[src/rtl/des_round_key_sequencer.sv]
// ---------------------------------------------------------------------------
// des_round_key_sequencer
// Captures a full DES/3DES round-key schedule into an internal bank and
// streams it one key per valid/ready handshake. Forward order (0..ROUNDS-1)
// is used for encryption and reverse order (ROUNDS-1..0) for decryption.
//
// Ports
//   clk, rst       : rising-edge clock, synchronous active-high reset
//   load           : capture round_keys_in into the bank (IDLE only)
//   round_keys_in  : schedule, round r at [(ROUNDS-1-r)*KEY_W +: KEY_W]
//   start, decrypt : begin a stream; decrypt selects reverse order
//   key_out        : current key (zero when key_valid=0)
//   key_round      : bank index of key_out (zero when key_valid=0)
//   key_valid      : key_out is valid
//   key_ready      : consumer accepts key_out this cycle
//   key_last       : key_out is the final key of the stream
//   busy           : stream in progress
//   done           : one-cycle pulse after the final transfer
// ---------------------------------------------------------------------------
module des_round_key_sequencer #(
    parameter int unsigned ROUNDS = 16,
    parameter int unsigned KEY_W  = 48,
    localparam int unsigned CNT_W = (ROUNDS > 1) ? $clog2(ROUNDS) : 1
) (
    input  logic                    clk,
    input  logic                    rst,
    input  logic                    load,
    input  logic [ROUNDS*KEY_W-1:0] round_keys_in,
    input  logic                    start,
    input  logic                    decrypt,
    output logic [KEY_W-1:0]        key_out,
    output logic [CNT_W-1:0]        key_round,
    output logic                    key_valid,
    input  logic                    key_ready,
    output logic                    key_last,
    output logic                    busy,
    output logic                    done
);

    localparam logic [CNT_W-1:0] LAST_IDX = CNT_W'(ROUNDS - 1);

    typedef enum logic {
        IDLE   = 1'b0,
        STREAM = 1'b1
    } state_t;

    state_t           state_q, state_d;
    logic [CNT_W-1:0] idx_q, idx_d;
    logic             mode_q, mode_d;
    logic             done_q, done_d;
    logic             bank_we;
    logic             is_last;
    logic [KEY_W-1:0] bank_q [ROUNDS];

    // Final key depends on direction: top of the bank forward, bottom reverse
    assign is_last = mode_q ? (idx_q == '0) : (idx_q == LAST_IDX);

    // Next-state and control decode
    always_comb begin
        state_d = state_q;
        idx_d   = idx_q;
        mode_d  = mode_q;
        done_d  = 1'b0;
        bank_we = 1'b0;
        case (state_q)
            IDLE: begin
                bank_we = load;
                if (start) begin
                    mode_d  = decrypt;
                    idx_d   = decrypt ? LAST_IDX : '0;
                    state_d = STREAM;
                end
            end
            STREAM: begin
                if (key_ready) begin
                    if (is_last) begin
                        // Park the index at 0 so the idle state matches reset
                        state_d = IDLE;
                        idx_d   = '0;
                        done_d  = 1'b1;
                    end else if (mode_q) begin
                        idx_d = idx_q - CNT_W'(1);
                    end else begin
                        idx_d = idx_q + CNT_W'(1);
                    end
                end
            end
            default: state_d = IDLE;
        endcase
    end

    // Control state registers
    always_ff @(posedge clk) begin
        if (rst) begin
            state_q <= IDLE;
            idx_q   <= '0;
            mode_q  <= 1'b0;
            done_q  <= 1'b0;
        end else begin
            state_q <= state_d;
            idx_q   <= idx_d;
            mode_q  <= mode_d;
            done_q  <= done_d;
        end
    end

    // Key bank; a load coinciding with start is visible to that stream
    always_ff @(posedge clk) begin
        if (rst) begin
            for (int unsigned r = 0; r < ROUNDS; r++) begin
                bank_q[r] <= '0;
            end
        end else if (bank_we) begin
            for (int unsigned r = 0; r < ROUNDS; r++) begin
                bank_q[r] <= round_keys_in[(ROUNDS-1-r)*KEY_W +: KEY_W];
            end
        end
    end

    // Outputs decoded from registered state only (no path from key_ready/start)
    assign key_valid = (state_q == STREAM);
    assign busy      = key_valid;
    assign key_out   = key_valid ? bank_q[idx_q] : '0;
    assign key_round = key_valid ? idx_q : '0;
    assign key_last  = key_valid && is_last;
    assign done      = done_q;

endmodule

[config.mk]
export PLATFORM = sky130hd
export DESIGN_NAME = des_round_key_sequencer
export DESIGN_NICKNAME = d
export VERILOG_FILES = /design/src/rtl/des_round_key_sequencer.sv
export SDC_FILE = /design/constraint.sdc
export NUM_CORES = 1
export LEC_CHECK = 0
export CAP_MARGIN = 0
export CORE_AREA = 3 3 320 322
export DETAILED_ROUTE_END_ITERATION = 8
export DIE_AREA = 0 0 323 325
export PLACE_DENSITY = 0.71
export SLEW_MARGIN = 10
export SYNTH_ARGS = -nofsm -noshare
export SYNTH_HDL_FRONTEND = slang
export SYNTH_SLANG_ARGS = --single-unit
[constraint.sdc]
create_clock -name clk -period 58.7 [get_ports clk]
set_input_delay 11.74 -clock clk [delete_from_list [all_inputs] [get_ports clk]]
set_output_delay 11.74 -clock clk [all_outputs]
set_load 0.005 [all_outputs]
==> Word level (Yosys, flattened, before mapping) <==
Memory sizes are Yosys's and may differ from the RTL's. A register that Yosys moved wholly into a read port is not among the register bits.
Index checks and enable logic that the tools add are counted.
W data, S select, Z words.
{ "word_totals": {"regBits": 7, "ram_bits": 768, "input_bits": 774, "output_inout_bits": 56, "word_cells": 71, "memories": 1} }
{ "mem_list": {"columns": ["name", "depth", "word_bits", "rd", "rd_ports_with_merged_regs", "write_ports", "line_no", "rtl"], "rows": [
  ["bank_q", 16, 48, 1, 1, 16, "53", "logic [KEY_W-1:0] bank_q [ROUNDS];"]
]} }
{ "op_classes": {"addsub": 2, "eq_ne": 3, "muxes": 38, "bitwise": 18, "reduce_logical": 5} }
{ "ops": {"columns": ["operator", "n"], "rows": [
  ["$mux W48", 17],
  ["$mux W4", 8],
  ["$or A1 B1 Y1", 16],
  ["$mux W1", 11],
  ["$pmux W4 S2", 1],
  ["$add A4 B1 Y4 const B", 1],
  ["$eq A4 B4 Y1 const B", 1],
  ["$logic_not A4 Y1", 1],
  ["$ne A2 B2 Y1 const B", 2],
  ["$reduce_and A2 Y1", 2],
  ["$sub A4 B1 Y4 const B", 1],
  ["$reduce_or A3 Y1", 1],
  ["$not A1 Y1", 2],
  ["$pmux W1 S2", 1],
  ["$logic_and A1 B1 Y1", 1]
]} }

==> Logic depth before layout (Yosys ltp) <==
Gate-level depths: netlist (run 1).
{ "logic_depth": {"ltp_word": 7, "mapped_depth": 8, "depth_no_buf": 5} }

==> Worst setup path before layout (run 1) <==
No wires, ideal clock.
{ "synth_timing": {"path_type": "in2reg", "startpoint": "in rst", "endpoint": "mem bank_q[0][0] (enable)", "setup_ns": 1.278, "t_arrival_ns": 30.681, "setup_slack_ns": 26.741, "path_stages": 4, "path_buffers": 3, "cell_sequence": "buf_2 -> clkbuf_1 -> clkbuf_1 -> nand2b_1"} }
{ "synth_rtl": {"columns": ["element", "line_no", "rtl"], "rows": [
  ["from (decl)", "26", "input logic rst,"],
  ["to (decl)", "53", null]
]} }

==> results.json, run 1 <==
{
  "status": "finished, final reports clean",
  "cellPowerDensity_nw_per_um2": 29.51,
  "clkPwrFrac_pct": 36.7,
  "drv_cap": 0,
  "gr-total-overflow": 0,
  "power.switching_mw": 0.3366,
  "ys_seq_area_share_pct": 65.67,
  "viasPerCell": 4.936,
  "postSynthAreaPerCell_um2": 14.37,
  "multi_input_area_um2": 11160,
  "rr_worst_depth": 7,
  "grt_use_total_pct": 20.77,
  "dp.cells": 4447,
  "place.gp.congestion": 0.8632,
  "slew_violations": 0,
  "io_pins": 830,
  "cts_inserted_buffers": 84,
  "synthAdderAreaFrac_pct": 0.1270,
  "cts_tree": "yes",
  "internal_power_mw": 1.059,
  "fp.dieW_um": 323,
  "crit_required_ns": 46.96,
  "r2r-end": "bank_q[2][19]",
  "synth_cells": 2468,
  "finalSetupTns_ns": 0,
  "htreeDepth": 3,
  "rows": 116,
  "ys_seq_elements": 779,
  "cts_setup_buffers": 0,
  "dpl.hpwl_um": 81240,
  "setup_viol": 0,
  "syn2layout_area_growth_pct": 33.38,
  "critical_path.endpoint_type": "output port",
  "synth_nets": 3245,
  "hold_depth": 2,
  "io_buffers": 829,
  "power_frac_seq_pct": 48.4,
  "skew_ns": 0.01757,
  "clock_sinks": 779,
  "die_area_um2": 105000,
  "arrival_ns": 6.11,
  "drc_errors": 0,
  "max_freq_mhz": 56.04,
  "coreArea_um2": 99860,
  "drive_above_1_share_pct": 5.907,
  "regArea_um2": 23290,
  "hold_path_class": "reg -> reg",
  "rsz0062_at_grt": "false",
  "min_from": "idx_q[0]",
  "pwr-share-comb_pct": 14.9,
  "post-synth-top-area-fraction_pct": 65.05,
  "report.final.hold_viol_count": 0,
  "vias": 22724,
  "synth_mux_area_share_pct": 11.03,
  "swShare_pct": 24.12,
  "clk_pin_slew_ns": 0.06,
  "fp.dieH_um": 325,
  "dp_slack_ns": 40.74,
  "fill_cells": 8845,
  "synth_compound_area_share_pct": 5.237,
  "dr.first_iter.drc_count": 1870,
  "max-slew-margin-rel_pct": 21.92,
  "dr.pass1.iters": 5,
  "clk_latency_ns": 0.63,
  "whs_ns": 0.5607,
  "worst-setup-path-type": "reg -> out",
  "postCtsHoldBufs": 0,
  "fin_util_pct": 47.36,
  "p_leak_nw": 17.07,
  "nets": 4012,
  "ant_nets": 0,
  "grt_pass1_wl_um": 157600,
  "grt_pass1_vias": 23410,
  "synth_simple_gate_area_share_pct": 14.90,
  "root_buffer": "clkbuf_16",
  "cts_resized": 0,
  "ff2ff_setup_slack_ns": 52.10,
  "synth-xor-area-share_pct": 0.04941,
  "power_mw": 1.395,
  "yosysTopAreaCell": "edfxtp_1",
  "cp-start-kind": "flip-flop",
  "final_cells": 4604,
  "finalCritPeriodShare_pct": 30.40,
  "period_minus_slack_ns": 17.85,
  "peakVddDrop_mv": 0.01826,
  "synth_top_family_by_area": "simple AND/OR/NAND/NOR gates",
  "syn_area_um2": 35460,
  "postPlaceCellArea_um2": 44660,
  "grt_max_degree": 108,
  "finish.instance_area_um2": 47290,
  "timing.rr.start": "busy",
  "wirelength_um": 112900,
  "routedWlPerCell_um": 24.53,
  "setup_ws_ns": 40.85,
  "path_max_fanout": 53,
  "ys_top_cells_by_area": "edfxtp_1 65%, mux2i_1 9.9%, and2_1 8.5%, nor2b_1 5.1%, a22oi_1 3.1%",
  "cts.path.max_buffers": 3,
  "synth_cell_types": 40,
  "antenna_found_initial": 10,
  "yosysWarnings": 0,
  "initial_core_util_pct": 35.51,
  "tightest_slew_ns": 1.171
}
==> cells in the mapped netlist, drive strengths merged <==
| cell type | count |
|---|---|
| a221oi | 17 |
| buf | 93 |
| mux4 | 17 |
| a31oi | 3 |
| dfxtp | 11 |
| a22oi | 158 |
| nor4b | 1 |
| nor3 | 5 |
| xor2 | 1 |
| and2 | 485 |
| fa | 1 |
| o211ai | 1 |
| inv | 6 |
| nand3 | 1 |
| o21ai | 34 |
| mux2i | 352 |
| ha | 2 |
| a21oi | 2 |
| o22ai | 31 |
| nand2 | 82 |
| and3 | 1 |
| nand2b | 4 |
| nor2 | 9 |
| edfxtp | 768 |
| xnor2 | 1 |
| o21a | 1 |
| clkbuf | 88 |
| and4b | 1 |
| nor2b | 291 |
| a211oi | 1 |
==> worst max-delay path by stage <==
stage	startpoint	to	slack, ns
after floorplan	rst	bank_q[0][0]	26.74
after global placement	load	bank_q[2][20]	40.91
after detailed placement	load	bank_q[3][20]	40.74
after CTS	flip-flop	key_out[25]	40.70
after global routing	flip-flop	key_out[25]	40.47
final	flip-flop	key_out[25]	40.85
==> worst max-delay path, cell delays in order, from the launching register on <==
cell	delay, ns
dfxtp_4	0.62
buf_4	0.66
buf_4	0.85
buf_4	0.79
buf_4	0.83
mux2i_1	0.17
a22oi_1	0.21
nand2_1	0.15
o22ai_1	0.33
clkdlybuf4s50_1	0.61
==> kinds of logic (layout without fill, tap and decap cells) <==
logic type,after synthesis,in the layout
and+or+nand+nor,880,880
DFF,779,779
muxes,369,369
AOI/OAI and AO/OA,248,248
buffers and inverters,187,1020
adders and majority gates,3,3
xor gates and xnor gates,2,2
other,0,5
==> cell type report <==
type | instances | area share [%]
Tap cell | 1298 | 3.434
Antenna cell | 5 | 0.02646
Multi-Input combinational cell | 1502 | 23.60
Timing Repair Buffer | 862 | 18.11
Sequential cell | 779 | 49.24
Clock buffer | 106 | 4.754
Clock inverter | 46 | 0.7858
Inverter | 6 | 0.04762
==> layout by cell type, fill, tap and decap left out, types with 10 or more instances in the layout <==
cell / synthesis / layout
clkdlybuf4s50_1: 0 / 828
edfxtp_1: 768 / 768
and2_1: 484 / 484
mux2i_1: 351 / 351
nor2b_1: 291 / 289
a22oi_1: 148 / 148
clkbuf_16: 0 / 87
nand2_1: 82 / 81
o21ai_1: 34 / 34
buf_4: 18 / 32
o22ai_1: 22 / 22
clkbuf_1: 88 / 19
clkinv_1: 0 / 19
mux4_2: 17 / 17
a221oi_1: 17 / 17
clkinv_2: 0 / 16
a22oi_2: 10 / 10
==> sequential cells by signal, indices dropped and copies added (netlist names), named ones only <==
name / count
busy: 1
mode_q: 1
idx_q: 4
bank_q: 768
done: 1
==> power groups by stage <==
stage          sequential [mW]  combinational (mW)  clock [mW]
4_1_cts                  0.676               0.212       0.521
3_5_place_dp             0.687               0.211           0
6_report                 0.675               0.207       0.513
5_1_grt                  0.679               0.222       0.542
2_1_floorplan            0.710               0.104           0
3_3_place_gp             0.686               0.210           0
==> metal layers <==
metal / track usage [%] / share of wire [%] / vias up
li1: - / - / 10543
met1: 22.36 / 36 / 11197
met2: 39.33 / 54 / 818
met3: 4.896 / 7.1 / 156
met4: 7.085 / 3.2 / 10
met5: 0 / 0.057 / -
Note: power is estimated with default switching activity, not from simulation.
==> run 2: changes to the inputs <==
CORE_AREA = 3 3 319 321   (was 3 3 320 322)
DIE_AREA = 0 0 322 324   (was 0 0 323 325)
clock period = 17.1 ns   (was 58.7 ns; I/O delays follow)
==> results.json, run 2 (same netlist as run 1, synthesis figures left out) <==
{
  "hold_depth": 2,
  "final_cell_mix": "828 x clkdlybuf4s50_1, 768 x edfxtp_1, 484 x and2_1, 351 x mux2i_1, 289 x nor2b_1",
  "io_pins": 830,
  "finalSetupTns_ns": 0,
  "power.switching_mw": 1.154,
  "clk_pin_slew_ns": 0.05,
  "path_depth": 8,
  "power_mw": 4.756,
  "cp-start-kind": "flip-flop",
  "nets": 4007,
  "dpl.hpwl_um": 81920,
  "max-slew-margin-rel_pct": 15.35,
  "p_leak_nw": 17.02,
  "place.gp.congestion": 0.8555,
  "swShare_pct": 24.27,
  "layout_commonest_cell": "clkdlybuf4s50_1",
  "wirelength_um": 114000,
  "ant_nets": 0,
  "largest_reg_flops": 768,
  "status": "finished, final reports clean",
  "finalCritPeriodShare_pct": 54.03,
  "rows": 116,
  "setup_viol": 0,
  "cts.path.max_buffers": 3,
  "dr.pass1.iters": 5,
  "viasPerCell": 4.933,
  "internal_power_mw": 3.602,
  "pwr-share-comb_pct": 14.9,
  "worst_path_max_delay_cell": "dfxtp_4",
  "initial_core_util_pct": 35.61,
  "cts_setup_buffers": 0,
  "drive_above_1_share_pct": 5.772,
  "period_minus_slack_ns": 9.239,
  "antenna_found_initial": 20,
  "cts_resized": 0,
  "regArea_um2": 23290,
  "hold_path_class": "reg -> reg",
  "fp.dieH_um": 324,
  "syn2layout_area_growth_pct": 33.25,
  "cts_inserted_buffers": 84,
  "fp.dieW_um": 322,
  "gr-total-overflow": 0,
  "multi_input_area_um2": 11160,
  "root_buffer": "clkbuf_16",
  "power_frac_seq_pct": 48.8,
  "io_buffers": 829,
  "vias": 22688,
  "largest_register": "bank_q",
  "setup_ws_ns": 7.861,
  "drv_cap": 0,
  "dp_slack_ns": 8.489,
  "clock_sinks": 779,
  "clkPwrFrac_pct": 36.3,
  "worst-setup-path-type": "reg -> out",
  "critPathTopFamily": "buffers and inverters",
  "critical_path.endpoint_type": "output port",
  "path_common_cell": "buf_4",
  "rr_worst_depth": 5,
  "grt_pass1_wl_um": 157400,
  "grt_pass1_vias": 23279,
  "clk_latency_ns": 0.63,
  "htreeDepth": 3,
  "critPathBufInv": 4,
  "drc_errors": 0,
  "peakVddDrop_mv": 0.06967,
  "dr.first_iter.drc_count": 2059,
  "max_stage_delay_ns": 0.94,
  "coreArea_um2": 99570,
  "grt_use_total_pct": 21.02,
  "rsz0062_at_grt": "false",
  "cellPowerDensity_nw_per_um2": 100.7,
  "cts_tree": "yes",
  "max_freq_mhz": 108.2,
  "path_max_fanout": 63,
  "reg_top3": "bank_q x768, idx_q x4",
  "crit_required_ns": 13.68,
  "fill_cells": 8799,
  "skew_ns": 0.01326,
  "tightest_slew_ns": 1.270,
  "die_area_um2": 104300,
  "grt_max_degree": 217,
  "routedWlPerCell_um": 24.78,
  "postCtsHoldBufs": 0,
  "slew_violations": 0,
  "arrival_ns": 5.82,
  "report.final.hold_viol_count": 0,
  "worstPathCellList": "buf_4 > buf_4 > buf_4 > mux2i_1 > a22oi_1 > nand2_1 > o22ai_1 > clkdlybuf4s50_1"
}
-- run 2: cell types whose count changed in the layout (fill, tap and decap cells not counted) --
cell        change
clkbuf_1        -5
buf_4           -8
clkinv_1        +1
clkinvlp_4      +3
bufinv_16       -2
diode_2         +4
buf_12          +3
clkinv_2        -1
-- run 2: layout make-up --
| class | count | share of cell area (%) |
|---|---|---|
| Clock inverter | 47 | 0.7045 |
| Inverter | 6 | 0.04767 |
| Tap cell | 1298 | 3.438 |
| Clock buffer | 101 | 4.720 |
| Multi-Input combinational cell | 1502 | 23.62 |
| Antenna cell | 9 | 0.04767 |
| Timing Repair Buffer | 857 | 18.13 |
| Sequential cell | 779 | 49.29 |
-- run 2: power by group through the flow --
| stage | combinational [mW] | sequential [mW] | clock [mW] |
|---|---|---|---|
| 4_1_cts | 0.725 | 2.32 | 1.76 |
| 2_1_floorplan | 0.359 | 2.39 | 0 |
| 3_3_place_gp | 0.714 | 2.36 | 0 |
| 5_1_grt | 0.760 | 2.33 | 1.83 |
| 6_report | 0.709 | 2.32 | 1.73 |
| 3_5_place_dp | 0.723 | 2.36 | 0 |
-- run 2: worst min-delay path, stage by stage, from the launching register on --
cell and delay (ns):
dfxtp_1 0.35, nor2_1 0.11, nor3_1 0.05
-- run 2: final timing paths --
kind | startpoint | to | slack, ns
min | idx_q[2] | flip-flop | 0.55
min reg2reg | idx_q[2] | flip-flop | 0.55
max reg2reg | busy | bank_q[4][11] | 12.17
max | flip-flop | key_out[27] | 7.86
-- run 2: layer usage --
metal	share of wire (%)	track usage (%)	wire [um]	vias to the layer above
met5	0.062	0	71	-
met4	3.2	7.702	3600	10
met3	7.6	5.122	8699	171
met2	53	38.78	60250	869
met1	36	23.47	41350	11100
li1	-	-	-	10538
-- run 2: metrics by stage --
stage	utilization (%)	hold slack, ns	instance area [um^2]	cells
detailed placement	44.85	0.5371	44660	4442
global route	47.44	0.5844	47240	4596
floorplan	-	0.5059	35460	2468
finish	47.45	0.5536	47240	4599
CTS	47.43	0.5476	47220	4590
global placement	44.85	0.5300	44660	4442
